**src/rtl/serial_arith_pkg.sv**
```systemverilog
// Shared definitions for the serial arithmetic cells.
// Holds the sequencer state encoding and the default datapath width.
package serial_arith_pkg;

    localparam int DEFAULT_WIDTH = 8;

    typedef enum logic [1:0] {
        IDLE  = 2'b00,
        SHIFT = 2'b01,
        DONE  = 2'b10
    } state_t;

endpackage

```
**src/rtl/full_adder_bfl.sv**
```systemverilog
// One-bit combinational full adder cell.
// Companion of the one-bit subtractor cell used by the serial subtractor.
module full_adder_bfl (
    output logic sum,
    output logic carry,
    input  logic a,
    input  logic b,
    input  logic cin
);

    logic half;

    assign half  = a ^ b;
    assign sum   = half ^ cin;
    assign carry = (a & b) | (cin & half);

endmodule

```
**src/rtl/serial_full_add.sv**
```systemverilog
// Bit-serial adder: one full-adder cell and one carry flop, LSB first.
// Result and carry-out are published only when the last bit is done.
import serial_arith_pkg::*;

module serial_full_add #(
    parameter int WIDTH = DEFAULT_WIDTH
) (
    input  logic             clk,
    input  logic             rst_n,
    input  logic             start,
    input  logic [WIDTH-1:0] a,
    input  logic [WIDTH-1:0] b,
    input  logic             cin,
    output logic             busy,
    output logic             done,
    output logic [WIDTH-1:0] sum,
    output logic             cout
);

    localparam int CW = $clog2(WIDTH) + 1;
    localparam logic [CW-1:0] LAST = CW'(WIDTH - 1);

    state_t state;
    state_t state_n;

    logic [WIDTH-1:0] a_sh;
    logic [WIDTH-1:0] b_sh;
    logic [WIDTH-2:0] acc;
    logic             carry;
    logic [CW-1:0]    cnt;

    logic             fa_sum;
    logic             fa_carry;
    logic             last;
    logic [WIDTH-1:0] full;

    full_adder_bfl u_fa (
        .sum   (fa_sum),
        .carry (fa_carry),
        .a     (a_sh[0]),
        .b     (b_sh[0]),
        .cin   (carry)
    );

    assign last = (cnt == LAST);
    assign full = {fa_sum, acc};
    assign busy = (state == SHIFT);
    assign done = (state == DONE);

    // State register.
    always_ff @(posedge clk or negedge rst_n) begin
        if (!rst_n) begin
            state <= IDLE;
        end else begin
            state <= state_n;
        end
    end

    // Next-state: accept in IDLE, run WIDTH bits, one DONE cycle.
    always_comb begin
        state_n = state;
        unique case (state)
            IDLE: begin
                if (start) begin
                    state_n = SHIFT;
                end
            end
            SHIFT: begin
                if (last) begin
                    state_n = DONE;
                end
            end
            DONE: begin
                state_n = IDLE;
            end
            default: begin
                state_n = IDLE;
            end
        endcase
    end

    // Operand capture, bit-serial shifting and carry propagation.
    always_ff @(posedge clk or negedge rst_n) begin
        if (!rst_n) begin
            a_sh  <= '0;
            b_sh  <= '0;
            acc   <= '0;
            carry <= 1'b0;
            cnt   <= '0;
        end else begin
            unique case (state)
                IDLE: begin
                    if (start) begin
                        a_sh  <= a;
                        b_sh  <= b;
                        carry <= cin;
                        cnt   <= '0;
                    end
                end
                SHIFT: begin
                    a_sh  <= a_sh >> 1;
                    b_sh  <= b_sh >> 1;
                    carry <= fa_carry;
                    acc   <= full[WIDTH-1:1];
                    cnt   <= cnt + CW'(1);
                end
                default: begin
                end
            endcase
        end
    end

    // Publish the whole result at once on the last bit so it never tears.
    always_ff @(posedge clk or negedge rst_n) begin
        if (!rst_n) begin
            sum  <= '0;
            cout <= 1'b0;
        end else if (state == SHIFT && last) begin
            sum  <= full;
            cout <= fa_carry;
        end
    end

endmodule
```
**config.mk**
```make
export PLATFORM = sky130hd
export DESIGN_NAME = serial_full_add
export DESIGN_NICKNAME = d
export VERILOG_FILES = /design/src/rtl/serial_arith_pkg.sv /design/src/rtl/full_adder_bfl.sv /design/src/rtl/serial_full_add.sv
export SDC_FILE = /design/constraint.sdc
export NUM_CORES = 1
export LEC_CHECK = 0
export ABC_AREA = 1
export CAP_MARGIN = 20
export CORE_UTILIZATION = 35
export CTS_BUF_LIST = sky130_fd_sc_hd__clkbuf_4 sky130_fd_sc_hd__clkbuf_8
export DETAILED_ROUTE_END_ITERATION = 16
export GPL_TIMING_DRIVEN = 1
export PLACE_DENSITY = 0.54
export SLEW_MARGIN = 5
export SYNTH_ARGS = -nofsm -noshare
export SYNTH_HDL_FRONTEND = slang
export SYNTH_SLANG_ARGS = --single-unit
export TNS_END_PERCENT = 10
```
**constraint.sdc**
```tcl
create_clock -name clk -period 1.9 [get_ports clk]
set_input_delay 0.285 -clock clk [delete_from_list [all_inputs] [get_ports clk]]
set_output_delay 0.285 -clock clk [all_outputs]
set_load 0.02 [all_outputs]
```
==> After elaboration in Yosys (flattened, before gate mapping) <==
Cells that the tools add are included.
{ "totals": {"wordCells": 35, "output_inout_bits": 11, "regBits": 39, "inputBits": 20} }
{ "classes": {"bitwise": 5, "add_sub_neg": 1, "n_mux": 11, "n_eq_ne": 5, "n_reduce_logical": 5} }
{ "op_table": {"columns": ["cell", "n"], "rows": [
  ["$pmux 8 s2", 2],
  ["$mux 8", 2],
  ["$pmux 4 s2", 1],
  ["$add 4x1->4 const B", 1],
  ["$eq 4x3->1 const B", 1],
  ["$mux 2", 2],
  ["$mux 4", 1],
  ["$pmux 2 s2", 1],
  ["$reduce_and 2->1", 2],
  ["$and 1x1->1", 2],
  ["$eq 2x1->1 const B", 1],
  ["$eq 2x2->1 const B", 1],
  ["$logic_not 2->1", 1],
  ["$ne 2x1->1 const B", 1],
  ["$ne 2x2->1 const B", 1],
  ["$pmux 1 s2", 1],
  ["$reduce_bool 2->1", 1],
  ["$xor 1x1->1", 2],
  ["$logic_and 1x1->1", 1],
  ["$mux 1", 1],
  ["$or 1x1->1", 1]
]} }

==> Depth between registers and ports, before layout <==
{ "logic_depth": {"word_depth": 4, "ltp_mapped": 6, "mapped_depth_nobuf": 6} }

==> Modules after synthesis <==
From an unflattened synthesis, not the netlist that was laid out.
{ "hier_totals": {"hier_cells": 188, "area_unflattened_um2": 1675.4} }
{ "by_module_without_submodules": {"columns": ["mod", "n_inst", "cells_per_inst", "area_per_inst_um2", "seq_area_each_um2"], "rows": [
  ["serial_full_add", 1, 187, 1655.3, 975.9],
  ["full_adder_bfl", 1, 1, 20.0, 0.0]
]} }

==> Least setup slack after synthesis <==
Ideal clock, no wire load.
{ "synth_timing": {"path_kind": "flip-flop to flip-flop", "start": "reg carry", "end": "reg acc[6]", "required_ns": 1.774, "slack_ns": 0.785, "t_arrival_ns": 0.989, "path_stages_with_launch": 4, "path_buffers": 0, "setup_time_ns": 0.126, "synth_period_minus_slack_ns": 1.115, "cell_sequence": "dfrtp_1 > fa_1 > nand2_1 > o21ai_0"} }
{ "synth_via": {"elab_chain_len": 1} }
{ "synth_lines": {"columns": ["item", "line", "text"], "rows": [
  ["from (decl)", "serial_full_add.sv:29", "logic carry;"],
  ["from (signal assigned)", "serial_full_add.sv:96", "carry <= cin;"],
  ["from (signal assigned)", "serial_full_add.sv:103", "carry <= fa_carry;"],
  ["$xor 1x1->1", "full_adder_bfl.sv:14", "assign sum = half ^ cin;"],
  ["via fa_sum", "serial_full_add.sv:32", "logic fa_sum;"],
  ["to (signal assigned)", "serial_full_add.sv:104", "acc <= full[WIDTH-1:1];"],
  ["to (decl)", "serial_full_add.sv:28", "logic [WIDTH-2:0] acc;"]
]} }
The timed path passes the listed nets, and every way through them passes these cells.
A chain may end at the register's enable or synchronous reset.

==> Worst setup path in the final report <==
{ "layout_timing": {"start": "reg state[0]", "end": "out busy"} }
{ "layout_via": {"elab_chain_len": 1} }
{ "layout_lines": {"columns": ["item", "line", "text"], "rows": [
  ["from (decl)", "serial_full_add.sv:23", "state_t state;"],
  ["from (signal assigned)", "serial_full_add.sv:55", "state <= state_n;"],
  ["$eq 2x1->1", "serial_full_add.sv:47", "assign busy = (state == SHIFT);"],
  ["to (decl)", "serial_full_add.sv:14", "output logic busy,"]
]} }
Every way passes these cells.

==> summary.md <==
| Metric | Value |
|---|---|
| Crit-path cells | `nand2_2, inv_4, clkdlybuf4s50_1` |
| CP max stage delay | `0.59 ns` |
| Final Non-Filler Cells | `275` |
| Sequential share of power | `0.418` |
| Design area | `~0.0022 mm²` |
| Slowest CP cell | `clkdlybuf4s50_1` |
| First drt pass iteration count | `10` |
| Register area | `roughly 980 µm²` |
| Total Wirelength | `3540 µm` |
| CP Class | `reg -> out` |
| DR vias/cell | `4.97` |
| Htree depth | `2` |
| Hold Path Origin | `acc[4]$_DFFE_PN0P_` |
| Setup crit end kind | `primary output` |
| Hold path depth | `2` |
| NetSw | `1.25 mW` |
| Final Slew Violations | `0` |
| Clock Latency Late Sink | `0.29 ns` |
| Global Route met1 Usage | `0.190` |
| Switching share of power | `0.369` |
| WHS | `roughly 0.47 ns` |
| Largest net degree at the start of global routing | `32` |
| Antenna violations before repair | `0` |
| Core Area | `approximately 0.0045 mm²` |
| Crit-path max FO | `3` |
| Failing checks | `DRC` |
| CTS sink cnt | `39` |
| Met3 Usage GRT | `0.0342` |
| # rows | `24` |
| Area grow syn2layout | `28.4%` |
| 1st-iter DRT viols | `68` |
| GPL Wtd Cong | `approximately 0.73` |
| Internal | `between 2 and 2.5 mW` |
| Area of the mapped netlist | `0.00168 mm²` |
| Peak VDD IR | `0.624 mV` |
| Register area share after synthesis | `0.583` |
| Clock transition at path regs | `0.08 ns` |
| Clk network pwr share | `0.210` |
| Max_slew headroom | `0.682` |
| DP Area | `0.00202 mm²` |
| Layout cell share with drive strength beyond 1 | `0.0897` |
| Reg2Reg Depth | `6` |
| Status | `complete, but fails checks` |
| Worst-case hold path end point | `sum[4]$_DFFE_PN0P_` |
| Final worst clock skew | `0.00963 ns` |
| R2R Setup Slk | `0.60 ns` |
| Post-Syn Area per Cell | `8.91 µm²` |
| Die ar. | `0.00507 mm²` |
| Cells after DPL | `266` |
| YS warnings | `0` |
| Overall Global Routing Usage | `0.155` |
| Root buf cell | `clkbuf_8` |
| Busiest grt layer | `met2` |
| Fillers | `441` |
| Setup_tns | `0 ns` |
| Overflow after GRT | `0` |
| Max-cap viol count | `0` |
| Die Y | `~71 µm` |
| Ant diodes | `0` |
| Initial Utilization | `0.374` |
| Worst-Margin Slew | `0.477 ns` |
| DR DRC count | `3` |
| #FFs+latches synth | `39` |
| Fmax | `572 MHz` |
| IO Pins | `31` |
| CTS tree | `built` |
| RSZ-0062 raised after global routing | `false` |
| CP Buf/Inv Count | `2` |
| Vias in the first global route | `1330` |
| Final worst slack | `0.152 ns` |
| First-pass GRT wire length | `6140 µm` |
| Hold Crit Class | `reg -> reg` |
| Pwr dens | `between 1500 and 2000 mW/mm²` |
| Area of the multi-input gates | `approximately 620 µm²` |
| Total Nets Final | `244` |
| CP Launch Type | `flop` |
| Final setup fails | `0` |
| Fin. Hold Viols | `0` |
| Synthesized Nets | `210` |
| Period utilization | `0.920` |
| Yosys cell types | `17` |
| CTS Buffer Depth | `2` |
| Layout Utilization | `0.481` |
| Final Power | `3.38 mW` |
| Reg2reg start | `cnt[0]$_DFFE_PN0P_` |
| CTS buffer count | `5` |
| Worst Path Arrival | `1.46 ns` |
| Met2 Use GR | `0.270` |
| Minimum clock period after layout | `1.75 ns` |
| Worst EP required | `1.62 ns` |
| Reg-to-reg endpoint | `sum[6]$_DFFE_PN0P_` |
| Comb power frac | `0.372` |
| Wirelength per Cell | `about 13 µm` |
| Vias post-DR | `~1400` |
| Setup WS pre-CTS | `0.452 ns` |
| Die width | `71.2 µm` |
| CP delay by family, top | `buffers and inverters` |
| Input/output buffers | `30` |
| Antenna Nets Post-Route | `0` |
| DP HPWL | `2350 µm` |
| Mapped Cells | `about 190` |
| LEAKAGE | `1.03 nW` |
## state kept, by name (all words and copies together), names as in the netlist
| name | cells |
|---|---|
| acc | 7 |
| sum | 8 |
| cnt | 4 |
| carry | 1 |
| state | 2 |
| b_sh | 8 |
| cout | 1 |
| a_sh | 8 |
## power groups by stage
stage / clock network [mW] / registers (mW) / logic, mW
global placement: 0 / 1.41 / 1.23
CTS: 0.727 / 1.42 / 1.28
global route: 0.764 / 1.47 / 1.42
detailed placement: 0 / 1.43 / 1.27
finish: 0.711 / 1.41 / 1.26
floorplan: 0 / 1.50 / 0.755
## layer usage
| layer | wire, µm | vias to the layer above |
|---|---|---|
| met5 | 0 | - |
| met4 | 39 | 0 |
| met3 | 166 | 4 |
| met2 | 1740 | 36 |
| met1 | 1600 | 650 |
| li1 | - | 677 |
## placed cells by master (no fill, tap or decap), drive strengths merged
| cell | count |
|---|---|
| nor2 | 5 |
| nand4 | 1 |
| dfrtp | 39 |
| o21bai | 1 |
| fa | 1 |
| o21ai | 8 |
| bufinv | 1 |
| dlygate4sd3 | 1 |
| nand2 | 79 |
| ha | 1 |
| buf | 5 |
| clkbuf | 6 |
| clkinv | 1 |
| inv | 6 |
| nand3 | 39 |
| clkdlybuf4s50 | 29 |
## cell type report
| type | instances | share of cell area |
|---|---|---|
| clock buffer | 6 | 0.0384 |
| clock inverter | 2 | 0.0163 |
| inverter | 6 | 0.0116 |
| multi-input combinational | 135 | 0.288 |
| sequential | 39 | 0.454 |
| tap | 52 | 0.0303 |
| timing repair buffer | 35 | 0.162 |
## synth_stat cells
cell	n	area (µm²)
nor2_1	3	11.3
nand2_2	3	18.8
inv_4	1	6.26
buf_2	5	25.0
nand4_1	1	6.26
nand3_1	39	195
buf_4	1	7.51
inv_1	4	15.0
ha_1	1	12.5
buf_6	2	22.5
o21bai_1	1	7.51
nand2_1	76	285
fa_1	1	20.0
dfrtp_1	39	976
nor2_4	2	22.5
inv_2	1	3.75
o21ai_0	8	40.0
## worst reg2reg max path, stage by stage, from the launching register on
cell and delay, ns:
dfrtp_1 0.42, ha_1 0.21, nand2_1 0.08, nor2_1 0.17
nand2_2 0.16, nand2_1 0.10, nand2_1 0.05
## worst max-delay path by stage
stage / startpoint / to / slack, ns / cells after the start
4_1_cts: state[0]$_DFFE_PN0P_ / busy / 0.14 / 3
3_5_place_dp: start / b_sh[6]$_DFFE_PN0P_ / 0.45 / 5
5_1_grt: state[1]$_DFFE_PN0P_ / busy / 0.09 / 4
2_1_floorplan: carry$_DFFE_PN0P_ / acc[6]$_DFFE_PN0P_ / 0.79 / 3
3_3_place_gp: state[0]$_DFFE_PN0P_ / busy / 0.48 / 3
6_report: state[0]$_DFFE_PN0P_ / busy / 0.15 / 3
## repair_timing
item | in CTS | in global routing
endpoints found under the hold margin | 18 | 0
endpoints found under the setup margin | 0 | 0
gates resized for setup | 0 | 0
buffers inserted | 0 | 0
hold buffers | 1 | 0
## cell families (layout without fill, tap and decap cells)
logic type      after synthesis  in the layout  share of synthesized area
compound gates                9              9                     0.0284
fa+ha+maj                     2              2                     0.0194
buf+inv                      14             49                     0.0478
flops                        39             39                      0.583
simple gates                124            124                      0.322
No activity file was read; power rests on OpenSTA's default activity.
